$ cat src/rtl/mfp_ahb_uart_tx_pkg.sv
// Shared constants for the AHB-Lite UART transmitter: register offsets,
// STATUS bit positions, reset baud divisor and transmitter state codes.
package mfp_ahb_uart_tx_pkg;

  // Register offsets as seen on HADDR[3:2]
  localparam logic [1:0] REG_TXDATA = 2'd0;
  localparam logic [1:0] REG_STATUS = 2'd1;
  localparam logic [1:0] REG_DIV    = 2'd2;

  // STATUS bit positions; the entry count occupies [8:4]
  localparam int ST_BUSY_BIT  = 0;
  localparam int ST_FULL_BIT  = 1;
  localparam int ST_EMPTY_BIT = 2;
  localparam int ST_OVF_BIT   = 3;
  localparam int ST_CNT_LSB   = 4;
  localparam int ST_CNT_MSB   = 8;

  // 50 MHz / 115200 baud
  localparam logic [15:0] UART_DEFAULT_DIV = 16'd434;

  // Transmitter states
  localparam logic [1:0] S_IDLE  = 2'd0;
  localparam logic [1:0] S_START = 2'd1;
  localparam logic [1:0] S_DATA  = 2'd2;
  localparam logic [1:0] S_STOP  = 2'd3;

  // A divisor of zero would never finish a bit, so it behaves as one
  function automatic logic [15:0] eff_div(input logic [15:0] div);
    return (div == 16'd0) ? 16'd1 : div;
  endfunction

endpackage

$ cat src/rtl/mfp_ahb_uart_tx_fifo.sv
// Synchronous byte FIFO for the UART transmitter. The caller guarantees it
// never pushes into a full FIFO (unless popping the same cycle) and never
// pops an empty one. Read data is the current head entry.
module mfp_uart_tx_fifo #(
  parameter int DEPTH = 4
) (
  input  logic       clk_i,
  input  logic       rst_i,
  input  logic       push_i,
  input  logic       pop_i,
  input  logic [7:0] wdata_i,
  output logic [7:0] rdata_o,
  output logic       full_o,
  output logic       empty_o,
  output logic [4:0] count_o
);

  localparam int AW = (DEPTH > 1) ? $clog2(DEPTH) : 1;

  logic [7:0]    mem_q [DEPTH];
  logic [AW-1:0] wr_ptr_q;
  logic [AW-1:0] rd_ptr_q;
  logic [4:0]    count_q;

  // Pointer and occupancy bookkeeping; pointers wrap naturally (power-of-two depth)
  always_ff @(posedge clk_i) begin
    if (rst_i) begin
      wr_ptr_q <= '0;
      rd_ptr_q <= '0;
      count_q  <= 5'd0;
    end else begin
      if (push_i) wr_ptr_q <= wr_ptr_q + AW'(1);
      if (pop_i)  rd_ptr_q <= rd_ptr_q + AW'(1);
      count_q <= count_q + {4'd0, push_i} - {4'd0, pop_i};
    end
  end

  // Storage array; contents need no reset because occupancy gates every read
  always_ff @(posedge clk_i) begin
    if (push_i) mem_q[wr_ptr_q] <= wdata_i;
  end

  assign rdata_o = mem_q[rd_ptr_q];
  assign full_o  = (count_q == 5'(DEPTH));
  assign empty_o = (count_q == 5'd0);
  assign count_o = count_q;

endmodule

$ cat src/rtl/mfp_ahb_uart_tx.sv
// AHB-Lite UART transmitter slave: TXDATA/STATUS/DIV registers, a small
// byte FIFO and an 8N1 serialiser with a per-frame latched baud divisor.
module mfp_ahb_uart_tx
  import mfp_ahb_uart_tx_pkg::*;
#(
  parameter int          FIFO_DEPTH  = 4,
  parameter logic [15:0] DEFAULT_DIV = UART_DEFAULT_DIV
) (
  input  logic        HCLK,
  input  logic        HRESET,
  input  logic        HSEL,
  input  logic [31:0] HADDR,
  input  logic [1:0]  HTRANS,
  input  logic        HWRITE,
  input  logic [31:0] HWDATA,
  output logic [31:0] HRDATA,
  output logic        HREADY,
  output logic        UART_TX
);

  // Address-phase capture
  logic        dsel_q;
  logic        dwr_q;
  logic [1:0]  daddr_q;

  // Registers
  logic [15:0] div_q;
  logic        ovf_q;

  // Serialiser
  logic [1:0]  state_q,   state_d;
  logic [15:0] timer_q,   timer_d;
  logic [2:0]  bit_idx_q, bit_idx_d;
  logic [7:0]  shift_q,   shift_d;
  logic [15:0] div_lat_q, div_lat_d;
  logic        tx_q,      tx_d;

  // FIFO interface
  logic        fifo_push_s;
  logic        fifo_pop_s;
  logic [7:0]  fifo_rdata_s;
  logic        fifo_full_s;
  logic        fifo_empty_s;
  logic [4:0]  fifo_count_s;

  logic        txdata_wr_s;
  logic        status_wr_s;
  logic        div_wr_s;
  logic        ovf_set_s;
  logic        bit_done_s;
  logic [31:0] status_s;

  logic        unused_s;
  assign unused_s = ^{HADDR[31:4], HADDR[1:0], HTRANS[0], HWDATA[31:16]};

  // Latch the address phase so the data phase can act on it
  always_ff @(posedge HCLK) begin
    if (HRESET) begin
      dsel_q  <= 1'b0;
      dwr_q   <= 1'b0;
      daddr_q <= 2'd0;
    end else begin
      dsel_q  <= HSEL & HTRANS[1];
      dwr_q   <= HWRITE;
      daddr_q <= HADDR[3:2];
    end
  end

  assign txdata_wr_s = dsel_q & dwr_q & (daddr_q == REG_TXDATA);
  assign status_wr_s = dsel_q & dwr_q & (daddr_q == REG_STATUS);
  assign div_wr_s    = dsel_q & dwr_q & (daddr_q == REG_DIV);

  // A full FIFO still accepts a byte when the serialiser drains one this cycle
  assign fifo_push_s = txdata_wr_s & (~fifo_full_s | fifo_pop_s);
  assign ovf_set_s   = txdata_wr_s & fifo_full_s & ~fifo_pop_s;

  // DIV register and sticky overflow flag; a new overflow beats a clear
  always_ff @(posedge HCLK) begin
    if (HRESET) begin
      div_q <= DEFAULT_DIV;
      ovf_q <= 1'b0;
    end else begin
      if (div_wr_s) div_q <= HWDATA[15:0];
      if (ovf_set_s)                     ovf_q <= 1'b1;
      else if (status_wr_s && HWDATA[3]) ovf_q <= 1'b0;
    end
  end

  assign bit_done_s = (timer_q == div_lat_q - 16'd1);

  // Serialiser next state: START, 8 data bits LSB first, STOP, each div_lat cycles
  always_comb begin
    state_d    = state_q;
    timer_d    = timer_q;
    bit_idx_d  = bit_idx_q;
    shift_d    = shift_q;
    div_lat_d  = div_lat_q;
    fifo_pop_s = 1'b0;
    case (state_q)
      S_IDLE: begin
        if (!fifo_empty_s) begin
          fifo_pop_s = 1'b1;
          shift_d    = fifo_rdata_s;
          div_lat_d  = eff_div(div_q);
          timer_d    = 16'd0;
          state_d    = S_START;
        end else begin
          timer_d = 16'd0;
        end
      end
      S_START: begin
        if (bit_done_s) begin
          timer_d   = 16'd0;
          bit_idx_d = 3'd0;
          state_d   = S_DATA;
        end else begin
          timer_d = timer_q + 16'd1;
        end
      end
      S_DATA: begin
        if (bit_done_s) begin
          timer_d = 16'd0;
          if (bit_idx_q == 3'd7) begin
            state_d = S_STOP;
          end else begin
            bit_idx_d = bit_idx_q + 3'd1;
            shift_d   = {1'b0, shift_q[7:1]};
          end
        end else begin
          timer_d = timer_q + 16'd1;
        end
      end
      S_STOP: begin
        if (bit_done_s) begin
          timer_d = 16'd0;
          if (!fifo_empty_s) begin
            fifo_pop_s = 1'b1;
            shift_d    = fifo_rdata_s;
            div_lat_d  = eff_div(div_q);
            state_d    = S_START;
          end else begin
            state_d = S_IDLE;
          end
        end else begin
          timer_d = timer_q + 16'd1;
        end
      end
      default: begin
        state_d = S_IDLE;
        timer_d = 16'd0;
      end
    endcase
    case (state_d)
      S_START: tx_d = 1'b0;
      S_DATA:  tx_d = shift_d[0];
      default: tx_d = 1'b1;
    endcase
  end

  // Serialiser state registers; reset aborts a frame and idles the line high
  always_ff @(posedge HCLK) begin
    if (HRESET) begin
      state_q   <= S_IDLE;
      timer_q   <= 16'd0;
      bit_idx_q <= 3'd0;
      shift_q   <= 8'd0;
      div_lat_q <= 16'd1;
      tx_q      <= 1'b1;
    end else begin
      state_q   <= state_d;
      timer_q   <= timer_d;
      bit_idx_q <= bit_idx_d;
      shift_q   <= shift_d;
      div_lat_q <= div_lat_d;
      tx_q      <= tx_d;
    end
  end

  mfp_uart_tx_fifo #(.DEPTH(FIFO_DEPTH)) u_fifo (
    .clk_i   (HCLK),
    .rst_i   (HRESET),
    .push_i  (fifo_push_s),
    .pop_i   (fifo_pop_s),
    .wdata_i (HWDATA[7:0]),
    .rdata_o (fifo_rdata_s),
    .full_o  (fifo_full_s),
    .empty_o (fifo_empty_s),
    .count_o (fifo_count_s)
  );

  // STATUS word assembled from live state
  always_comb begin
    status_s                        = 32'd0;
    status_s[ST_BUSY_BIT]           = (state_q != S_IDLE);
    status_s[ST_FULL_BIT]           = fifo_full_s;
    status_s[ST_EMPTY_BIT]          = fifo_empty_s;
    status_s[ST_OVF_BIT]            = ovf_q;
    status_s[ST_CNT_MSB:ST_CNT_LSB] = fifo_count_s;
  end

  // Read mux driven from the latched data-phase address
  always_comb begin
    HRDATA = 32'd0;
    if (dsel_q && !dwr_q) begin
      case (daddr_q)
        REG_STATUS: HRDATA = status_s;
        REG_DIV:    HRDATA = {16'd0, div_q};
        default:    HRDATA = 32'd0;
      endcase
    end else begin
      HRDATA = 32'd0;
    end
  end

  assign HREADY  = 1'b1;
  assign UART_TX = tx_q;

endmodule
$ cat config.mk
export PLATFORM = sky130hd
export DESIGN_NAME = mfp_ahb_uart_tx
export DESIGN_NICKNAME = d
export VERILOG_FILES = /design/src/rtl/mfp_ahb_uart_tx_pkg.sv /design/src/rtl/mfp_ahb_uart_tx_fifo.sv /design/src/rtl/mfp_ahb_uart_tx.sv
export SDC_FILE = /design/constraint.sdc
export NUM_CORES = 1
export LEC_CHECK = 0
export ABC_AREA = 1
export CELL_PAD_IN_SITES_DETAIL_PLACEMENT = 1
export CELL_PAD_IN_SITES_GLOBAL_PLACEMENT = 2
export CORE_UTILIZATION = 30
export CTS_CLUSTER_DIAMETER = 200
export CTS_CLUSTER_SIZE = 8
export DETAILED_ROUTE_END_ITERATION = 12
export PLACE_DENSITY_LB_ADDON = 0.1
export SYNTH_ARGS = -nofsm -noshare
export SYNTH_HDL_FRONTEND = slang
export SYNTH_SLANG_ARGS = --single-unit
$ cat constraint.sdc
create_clock -name HCLK -period 4.2 [get_ports HCLK]
set_input_delay 0.63 -clock HCLK [delete_from_list [all_inputs] [get_ports HCLK]]
set_output_delay 0.63 -clock HCLK [all_outputs]
set_load 0.02 [all_outputs]
# Word level (Yosys, flattened, before mapping)
# Memories as Yosys holds them, arrays and structs flattened. A register that Yosys moved wholly into a read port is not among the register bits.
# Cells that the tools add are included.
[totals]
regBits = 76
mem_bits_rw = 32
inputBits = 70
out_inout_bits = 34
word_cells = 98
mem_count = 1
[classes]
addsub = 7
eq_ne = 14
n_mux = 34
bitwise = 11
n_reduce_logical = 16
[mem_list]
columns = ["name", "words", "width", "rd", "rd_clocked_by_memory_dff", "wr", "line", "text"]
rows = [
  ["u_fifo.mem_q", 4, 8, 1, 1, 1, "mfp_ahb_uart_tx_fifo.sv:20", "logic [7:0] mem_q [DEPTH];"],
]
[ops]
columns = ["operator", "n"]
rows = [
  ["16-bit one-hot mux with 2 select lines", 3],
  ["16-bit 2-to-1 mux", 4],
  ["32-bit 2-to-1 mux", 1],
  ["8-bit 2-to-1 mux", 4],
  ["8-bit one-hot mux with 3 select lines", 1],
  ["16-bit by 1-bit adder with 16-bit output (second input constant)", 1],
  ["16-bit == test", 1],
  ["16-bit logical NOT", 1],
  ["16-bit by 1-bit subtractor with 16-bit output (second input constant)", 1],
  ["2-bit 2-to-1 mux", 7],
  ["3-bit 2-to-1 mux", 3],
  ["1-bit bitwise AND", 8],
  ["2-bit == test (second input constant)", 4],
  ["2-bit != test (second input constant)", 4],
  ["2-bit one-hot mux with 4 select lines", 1],
  ["4-bit AND reduction", 2],
  ["2-bit nonzero test", 4],
  ["1-bit 2-to-1 mux", 7],
  ["2-bit by 1-bit == test with 1-bit output (second input constant)", 3],
  ["3-bit one-hot mux with 2 select lines", 1],
  ["5-bit by 1-bit adder with 5-bit output", 1],
  ["5-bit by 3-bit == test with 1-bit output (second input constant)", 1],
  ["5-bit logical NOT", 1],
  ["5-bit by 1-bit subtractor with 5-bit output", 1],
  ["12 further kinds", 17],
]

# Longest topological paths before layout
# Gate-level depths: netlist of the first run.
[logic_depth]
word_depth = 8
ltp_mapped = 24
ltp_nobuf = 24

# By module
# From an unflattened synthesis of the first run, not the netlist that was laid out.
[hier_totals]
hier_cells = 775
area_unflattened_um2 = 5921.9
[by_module_without_submodules]
columns = ["mod", "n_inst", "cells_each", "area_each_um2", "seq_area_each_um2"]
rows = [
  ["mfp_ahb_uart_tx", 1, 618, 4124.0, 1341.3],
  ["mfp_uart_tx_fifo", 1, 157, 1798.0, 1181.1],
]

# Least setup slack after synthesis of the first run
# No wires, ideal clock.
[synth_path]
path_kind = "flip-flop to flip-flop"
start = "register div_lat_q[0]"
end = "register u_fifo.count_q[4], in the netlist u_fifo.count_o[4]"
arrival_ns = 3.035
required_ns = 4.072
path_slack_ns = 1.037
path_stages_with_launch = 24
path_buffers = 0
synth_period_minus_slack_ns = 3.163
cell_sequence = "dfxtp_1 -> inv_1 -> ha_1 -> nand2_1 -> nor2_1 -> nand3_1 -> nand3_1 -> nand2_1 -> nor2_1 -> nand2_1 -> nor2_4 -> nand3_1 -> nand2_2 -> nand2_4 -> clkinv_4 -> ha_1 -> inv_1 -> ha_1 -> inv_1 -> fa_1 -> nor3_1 -> a211oi_1 -> o21ai_0 -> a21oi_1"
[synth_between]
elab_chain_len = 8
[synth_lines]
columns = ["element", "line", "text"]
rows = [
  ["start, declared", "mfp_ahb_uart_tx.sv:35", "logic [15:0] div_lat_q, div_lat_d;"],
  ["start signal, assigned", "mfp_ahb_uart_tx.sv:174", "div_lat_q <= div_lat_d;"],
  ["16-bit by 1-bit subtractor with 16-bit output *", "mfp_ahb_uart_tx.sv:89", "assign bit_done_s = (timer_q == div_lat_q - 16'd1);"],
  ["16-bit == test *", "mfp_ahb_uart_tx.sv:89", ""],
  ["1-bit 2-to-1 mux *", "mfp_ahb_uart_tx.sv:134", "if (bit_done_s) begin"],
  ["1-bit one-hot mux with 2 select lines *", "mfp_ahb_uart_tx.sv:99", "case (state_q)"],
  ["via fifo_pop_s", "mfp_ahb_uart_tx.sv:40", "logic fifo_pop_s;"],
  ["1-bit bitwise OR", "mfp_ahb_uart_tx.sv:74", "assign fifo_push_s = txdata_wr_s & (~fifo_full_s | fifo_pop_s);"],
  ["1-bit bitwise AND", "mfp_ahb_uart_tx.sv:74", ""],
  ["5-bit by 1-bit adder with 5-bit output", "mfp_ahb_uart_tx_fifo.sv:34", "count_q <= count_q + {4'd0, push_i} - {4'd0, pop_i};"],
  ["5-bit by 1-bit subtractor with 5-bit output *", "mfp_ahb_uart_tx_fifo.sv:34", ""],
  ["end signal, assigned", "mfp_ahb_uart_tx_fifo.sv:34", ""],
  ["end, declared", "mfp_ahb_uart_tx_fifo.sv:23", "logic [4:0] count_q;"],
]
# The timed path passes the listed nets; every way through them passes the cells marked *.
# A chain may end at the register's enable or synchronous reset.

# Worst setup path after layout of the first run
# Ends and elaborated chain as after synthesis.

==> reports/metrics.csv, run 1 <==
stage,metric,value,unit
timing,worst-margin pin slew,704,ps
worst_setup_path,Worst path max stage delay,400,ps
timing,"Hold Violations, Final",0,
synthesis,post-synthesis cell type count,44,
clock_network,Num CTS Buffers,9,
worst_setup_path,R2R cell count,23,
grt,initial antenna violation count,0,
grt,largest net degree at the start of global routing,37,
clock_network,clock sink total,110,
routing,drt drc,0,
placement,post-DP HPWL,12.4,mm
clock_network,Skew-Pair Late Insertion Delay,370,ps
timing,Fin Clk Skew,8.96,ps
hold_path,worst hold stages,2,
power,pwr dens,553,nW/um2
clock_network,post_cts resized,0,
clock_network,CTS max path bufs,2,
synthesis,sequential-to-total area share from yosys stat,42.4,%
worst_setup_path,r2r startpoint,div_lat_q[0]$_SDFFE_PP1P_,
worst_setup_path,reg2reg end,u_fifo.count_o[4]$_SDFF_PP0_,
die,row cnt,51,
routing,TritonRoute pass-1 iters,5,
routing,Met3 Wirelength,418,um
power,Leakage,2.76,nW
routing,top layer in use,met4,
synthesis,syn_area_per_cell,7.60,um2
placement,port bufs,39,
synthesis,ys async rst share,0,%
final_layout,layout cells sized above 1,6.81,%
routing,drt total wl,16.5,mm
worst_setup_path,CP top delay family,simple AND/OR/NAND/NOR gates,
timing,max-slew violation count,0,
final_layout,fill cell count,2370,
timing,final setup violation count,0,
clock_network,clock transition at the registers of the reported paths,90,ps
clock_network,TritonCTS clock tree,yes,
synthesis,synthesized area,5940,um2
final_layout,diode count,0,
synthesis,share of the synthesized area in the top cell type,26.3,%
final_layout,Final nets,910,
worst_setup_path,crit start category,flip-flop,
worst_setup_path,CP Cell Sequence,inv_1 -> ha_2 -> nand2_1 -> nor2_2 -> nand3_1 -> nand3_1 -> nand2_1 -> nor2_1 -> nand2_1 -> nor2_4 -> nand3_1 -> nand2_2 -> nand2_4 -> clkinv_4 -> ha_1 -> inv_1 -> ha_1 -> inv_1 -> fa_1 -> nor3_1 -> a211oi_1 -> o21ai_0 -> a21oi_1,
clock_network,H-tree depth,3,
routing,Wirelength per Cell,15.2,um
die,die height,143,um
placement,Place WS,321,ps
grt,number of global-route vias before repair,5041,
clock_network,Clock Tree Root,clkbuf_16,
final_layout,area grow syn2layout,15.6,%
power,maximum VDD drop,0.000234,V
worst_setup_path,Arrival @ worst endpoint,3950,ps
worst_setup_path,Critical Path Sink Type,flip-flop,
routing,DRT iter0 DRCs,175,
routing,WL met2,7.72,mm
timing,f_max,269,MHz
timing,minimum clock period,3710,ps
hold_path,Worst Hold End,bit_idx_q[2]$_SDFFE_PP0P_,
timing,slew margin rel.,52.9,%
worst_setup_path,FF-to-FF setup slack,490,ps
synthesis,register bit total from synthesis,110,
die,starting density of the core,30.5,%
grt,first-pass GRT wire length,26.7,mm
grt,GRT Resource Usage Total,17.1,%
timing,unrepaired setup endpoints after global routing,false,
hold_path,Hold Startpoint,bit_idx_q[2]$_SDFFE_PP0P_,
worst_setup_path,worst path bufs/invs,4,
die,die area,20400,um2
timing,period utilization,88.4,%
power,Power Total,0.00380,W
run_status,outcome,"finished, final reports clean",
die,die width,143,um
timing,Setup TNS Final,0,ps
timing,Final WS setup,488,ps
job,number of max-cap violations,0,
routing,WL met1,8.17,mm
synthesis,Mapped Cells,782,
die,core area,19500,um2
clock_network,hold_buf cts,0,
hold_path,worst min-delay path class,reg2reg,
synthesis,number of synthesized flops with an enable pin,32,
routing,detailed-route via count,5077,
placement,GP Congestion,0.802,
clock_network,post-CTS setup buffer count,0,
worst_setup_path,Worst path slowest cell,fa_1,
synthesis,Yosys top cell by area,dfxtp_1,
worst_setup_path,CP max FO,6,
synthesis,largest cells by area after synthesis,"dfxtp_1, edfxtp_1, nand2_1, inv_1, a21oi_1",
synthesis,warnings from Yosys,0,
synthesis,"Top FF cell, synth",dfxtp_1,
routing,post-route ant nets,0,
grt,grt ovf,0,
die,num ports,104,
routing,vias per cell,4.67,
worst_setup_path,WS Path Type,reg2reg,
worst_setup_path,"Data required, critical path",4440,ps
## cells in the mapped netlist, types with 3 or more instances
library cell	n
nand2_1	139
inv_1	103
nor2_1	92
dfxtp_1	78
a21oi_1	70
o21ai_0	51
nand3_1	45
edfxtp_1	32
ha_1	22
buf_4	17
nor3_1	15
clkbuf_1	14
xor2_1	12
o21ai_1	9
nand4_1	8
nand2_2	6
nand3b_1	6
nor2_2	6
o221ai_1	6
xnor2_1	6
nand2_4	4
nor3b_1	4
a211oi_1	3
buf_6	3
inv_2	3
nor2_4	3
## final cells by class
class	count	area [um2]	area share (%)
clock buffer	9	225	3.28
clock inverter	7	93.8	1.37
inverter	109	414	6.03
multi-input combinational	541	2840	41.3
sequential	110	2520	36.7
tap	265	332	4.83
timing repair buffer	46	443	6.45
## routing by layer
metal	vias to the layer above	global-route usage (%)
met5	-	0
met4	0	4.92
met3	16	2.45
met2	64	28.3
met1	2412	23.2
li1	2585	-
## tightest hold or removal path: cells and delay by family (launching register included)
family	cells	cell delay, ps
buf+inv	1	50
compound gates	1	60
flops	1	320
## cell families (layout without fill, tap and decap cells)
family | Yosys count | in the layout | share of synthesized area [%]
buffers and inverters | 146 | 171 | 10.8
XOR/XNOR | 18 | 18 | 2.65
AND/OR/NAND/NOR | 334 | 334 | 25.3
flip-flops | 110 | 110 | 42.4
other | 2 | 17 | 0.126
adder cells (fa/ha/maj) | 23 | 23 | 4.97
AO/OA/AOI/OAI | 149 | 149 | 13.7
## how the worst max path moves through the flow
stage                              startpoint                            to  slack [ps]  cells after the start
CTS                 div_lat_q[0]$_SDFFE_PP1P_  u_fifo.count_o[4]$_SDFF_PP0_         290                     23
floorplan           div_lat_q[0]$_SDFFE_PP1P_  u_fifo.count_o[4]$_SDFF_PP0_        1040                     23
detailed placement  div_lat_q[0]$_SDFFE_PP1P_  u_fifo.count_o[4]$_SDFF_PP0_         320                     23
global route        div_lat_q[0]$_SDFFE_PP1P_  u_fifo.count_o[4]$_SDFF_PP0_          70                     23
finish              div_lat_q[0]$_SDFFE_PP1P_  u_fifo.count_o[4]$_SDFF_PP0_         490                     23
global placement    div_lat_q[0]$_SDFFE_PP1P_  u_fifo.count_o[4]$_SDFF_PP0_         410                     23
## stage by stage
step	std cells	hold WS [ps]	instance area [um2]	util (%)
after global routing	1087	502	6870	35.3
after detailed placement	1071	465	6550	33.6
after CTS	1087	478	6870	35.3
final	1087	475	6870	35.3
after floorplan	797	430	6000	-
after global placement	1071	444	6550	33.6
## state kept, by name (all words and copies together) (netlist names), named ones only
signal / cells
dsel_q: 1
div_lat_q: 16
UART_TX: 1
timer_q: 16
div_q: 16
shift_q: 8
dwr_q: 1
bit_idx_q: 3
ovf_q: 1
state_q: 2
u_fifo.wr_ptr_q: 2
daddr_q: 2
u_fifo.count_o: 5
u_fifo.mem_q: 32
u_fifo.rd_ptr_q: 2
## cells in the final DEF, fill, tap and decap left out, types with 3 or more instances in the layout
cell type | Yosys | layout
nand2_1 | 139 | 139
inv_1 | 103 | 103
nor2_1 | 92 | 91
dfxtp_1 | 78 | 78
a21oi_1 | 70 | 70
o21ai_0 | 51 | 51
nand3_1 | 45 | 45
clkdlybuf4s50_1 | 0 | 39
edfxtp_1 | 32 | 32
ha_1 | 22 | 21
conb_1 | 2 | 17
nor3_1 | 15 | 15
xor2_1 | 12 | 12
o21ai_1 | 9 | 9
clkbuf_16 | 0 | 9
nand4_1 | 8 | 8
nor2_2 | 6 | 7
buf_4 | 17 | 7
nand2_2 | 6 | 6
nand3b_1 | 6 | 6
xnor2_1 | 6 | 6
o221ai_1 | 6 | 6
nand2_4 | 4 | 4
nor3b_1 | 4 | 4
nor2_4 | 3 | 3
inv_2 | 3 | 3
a211oi_1 | 3 | 3
## report_power, final
group	leakage (nW)	internal (W)	switching, W
combinational	1.68	0.000484	0.000999
clock	0.154	0.000439	0.000494
sequential	0.925	0.00122	0.000157
No activity file was read; power rests on OpenSTA's default activity.
==> run 2: changes to the inputs <==
Settings changed: PLACE_DENSITY set to 0.89, PLACE_DENSITY_LB_ADDON 0.1 to not set.
==> reports/metrics.csv, run 2 (synthesized netlist as in run 1, its figures left out) <==
stage,metric,value,unit
power,Leakage,2.74,nW
hold_path,worst min-delay path class,reg2reg,
final_layout,Final nets,910,
die,die width,143,um
clock_network,hold_buf cts,0,
timing,minimum clock period,3730,ps
die,num ports,104,
routing,post-route ant nets,0,
routing,DRT iter0 DRCs,168,
clock_network,TritonCTS clock tree,yes,
grt,first-pass GRT wire length,25.9,mm
timing,max-slew violation count,0,
worst_setup_path,Critical Path Source,div_lat_q[0]$_SDFFE_PP1P_,
worst_setup_path,CP Cell Sequence,inv_1 -> ha_1 -> nand2_1 -> nor2_1 -> nand3_1 -> nand3_1 -> nand2_1 -> nor2_1 -> nand2_1 -> nor2_4 -> nand3_1 -> nand2_2 -> nand2_4 -> clkinv_4 -> ha_1 -> inv_1 -> ha_1 -> inv_1 -> fa_1 -> nor3_1 -> a211oi_1 -> o21ai_0 -> a21oi_1,
die,die area,20400,um2
worst_setup_path,WS Path Type,reg2reg,
worst_setup_path,Worst path slowest cell,fa_1,
clock_network,clock transition at the registers of the reported paths,80,ps
clock_network,CTS max path bufs,2,
final_layout,area grow syn2layout,14.8,%
final_layout,diode count,0,
worst_setup_path,Arrival @ worst endpoint,3980,ps
final_layout,"commonest non-fill, non-tap cell in the layout",nand2_1,
power,pwr dens,539,nW/um2
timing,final setup violation count,0,
final_layout,final design area excluding fillers,6830,um2
worst_setup_path,Critical Path Sink Type,flip-flop,
final_layout,most frequent cells in the layout,"nand2_1, inv_1, nor2_1",
hold_path,Hold Startpoint,bit_idx_q[1]$_SDFFE_PP0P_,
final_layout,max reg flops,32,
timing,"Hold Violations, Final",0,
clock_network,Skew-Pair Late Insertion Delay,360,ps
grt,grt ovf,0,
timing,slew margin rel.,50.1,%
timing,unrepaired setup endpoints after global routing,false,
routing,TritonRoute pass-1 iters,4,
power,maximum VDD drop,0.000250,V
final_layout,Top reg by flops,u_fifo.mem_q,
timing,Final WS setup,471,ps
timing,Fin Clk Skew,8.69,ps
timing,worst-margin pin slew,745,ps
timing,period utilization,88.8,%
timing,Setup TNS Final,0,ps
job,number of max-cap violations,0,
clock_network,post_cts resized,0,
placement,port bufs,39,
clock_network,Clock Tree Root,clkbuf_16,
grt,initial antenna violation count,0,
grt,largest net degree at the start of global routing,37,
clock_network,H-tree depth,3,
worst_setup_path,Worst path max stage delay,400,ps
timing,f_max,268,MHz
grt,GRT Resource Usage Total,16.5,%
clock_network,post-CTS setup buffer count,0,
placement,DP Area,6550,um2
die,core area,19500,um2
die,starting density of the core,30.5,%
worst_setup_path,r2r startpoint,div_lat_q[0]$_SDFFE_PP1P_,
grt,number of global-route vias before repair,4982,
routing,Wirelength per Cell,14.4,um
routing,drt drc,0,
placement,post-DP HPWL,11.8,mm
worst_setup_path,CP max FO,6,
run_status,outcome,"finished, final reports clean",
routing,vias per cell,4.60,
die,die height,143,um
placement,GP Congestion,0.775,
worst_setup_path,crit start category,flip-flop,
routing,drt total wl,15.6,mm
placement,Place WS,446,ps
die,row cnt,51,
final_layout,layout cells sized above 1,6.33,%
worst_setup_path,"Data required, critical path",4450,ps
clock_network,clock sink total,110,
routing,detailed-route via count,5004,
clock_network,Num CTS Buffers,9,
==> run 2: changes by cell type in the layout (fill, tap and decap cells not counted), sizes merged <==
cell,delta
clkinvlp,+1
inv,-2
clkinv,+1
==> run 2: layout make-up <==
cell class | instances | area, um2
well taps | 265 | 332
fillers | 2394 | 12600
multi-input cells | 541 | 2840
flip-flops and latches | 110 | 2520
inverters | 109 | 414
clock inverters | 7 | 55.1
clock buffers | 9 | 225
repair buffers | 46 | 443
==> run 2: metal layers <==
metal	track usage, %	vias up	share of wire [%]
li1	-	2582	-
met3	2.72	14	2.2
met5	0	-	0
met4	4.87	0	1.1
met1	21.7	2355	49
met2	27.6	53	48
==> run 2: path summary, 6_finish.rpt <==
path / endpoint / slack [ps] / cells after the start
worst max register to register: u_fifo.count_o[4]$_SDFF_PP0_ / 470 / 23
worst max-delay path: u_fifo.count_o[4]$_SDFF_PP0_ / 470 / 23
worst min-delay path: bit_idx_q[1]$_SDFFE_PP0P_ / 460 / 2
worst min register to register: bit_idx_q[1]$_SDFFE_PP0P_ / 460 / 2
==> run 2: through the flow <==
| step | total power (W) | util, % | hold WS (ps) | std cells |
|---|---|---|---|---|
| 3_3_place_gp | 0.00284 | 33.6 | 445 | 1071 |
| 4_1_cts | 0.00372 | 35.1 | 463 | 1087 |
| 3_5_place_dp | 0.00287 | 33.6 | 452 | 1071 |
| 5_1_grt | 0.00397 | 35.1 | 491 | 1087 |
| 6_report | 0.00368 | 35.1 | 459 | 1087 |
| 2_1_floorplan | 0.00250 | - | 430 | 797 |
==> run 2: where the power goes <==
group          internal, W  total [W]  leakage (nW)  switching (W)
Sequential         0.00122    0.00137         0.925       0.000151
Clock             0.000411   0.000835         0.135       0.000425
Combinational     0.000488    0.00147          1.68       0.000981
==> run 2: worst max-delay path: cells and delay by family, from the launching register on <==
kind,cells,cell delay (ps)
and+or+nand+nor,12,1580
buffers and inverters,4,320
DFF,1,310
adders and majority gates,4,1080
AOI/OAI and AO/OA,3,290
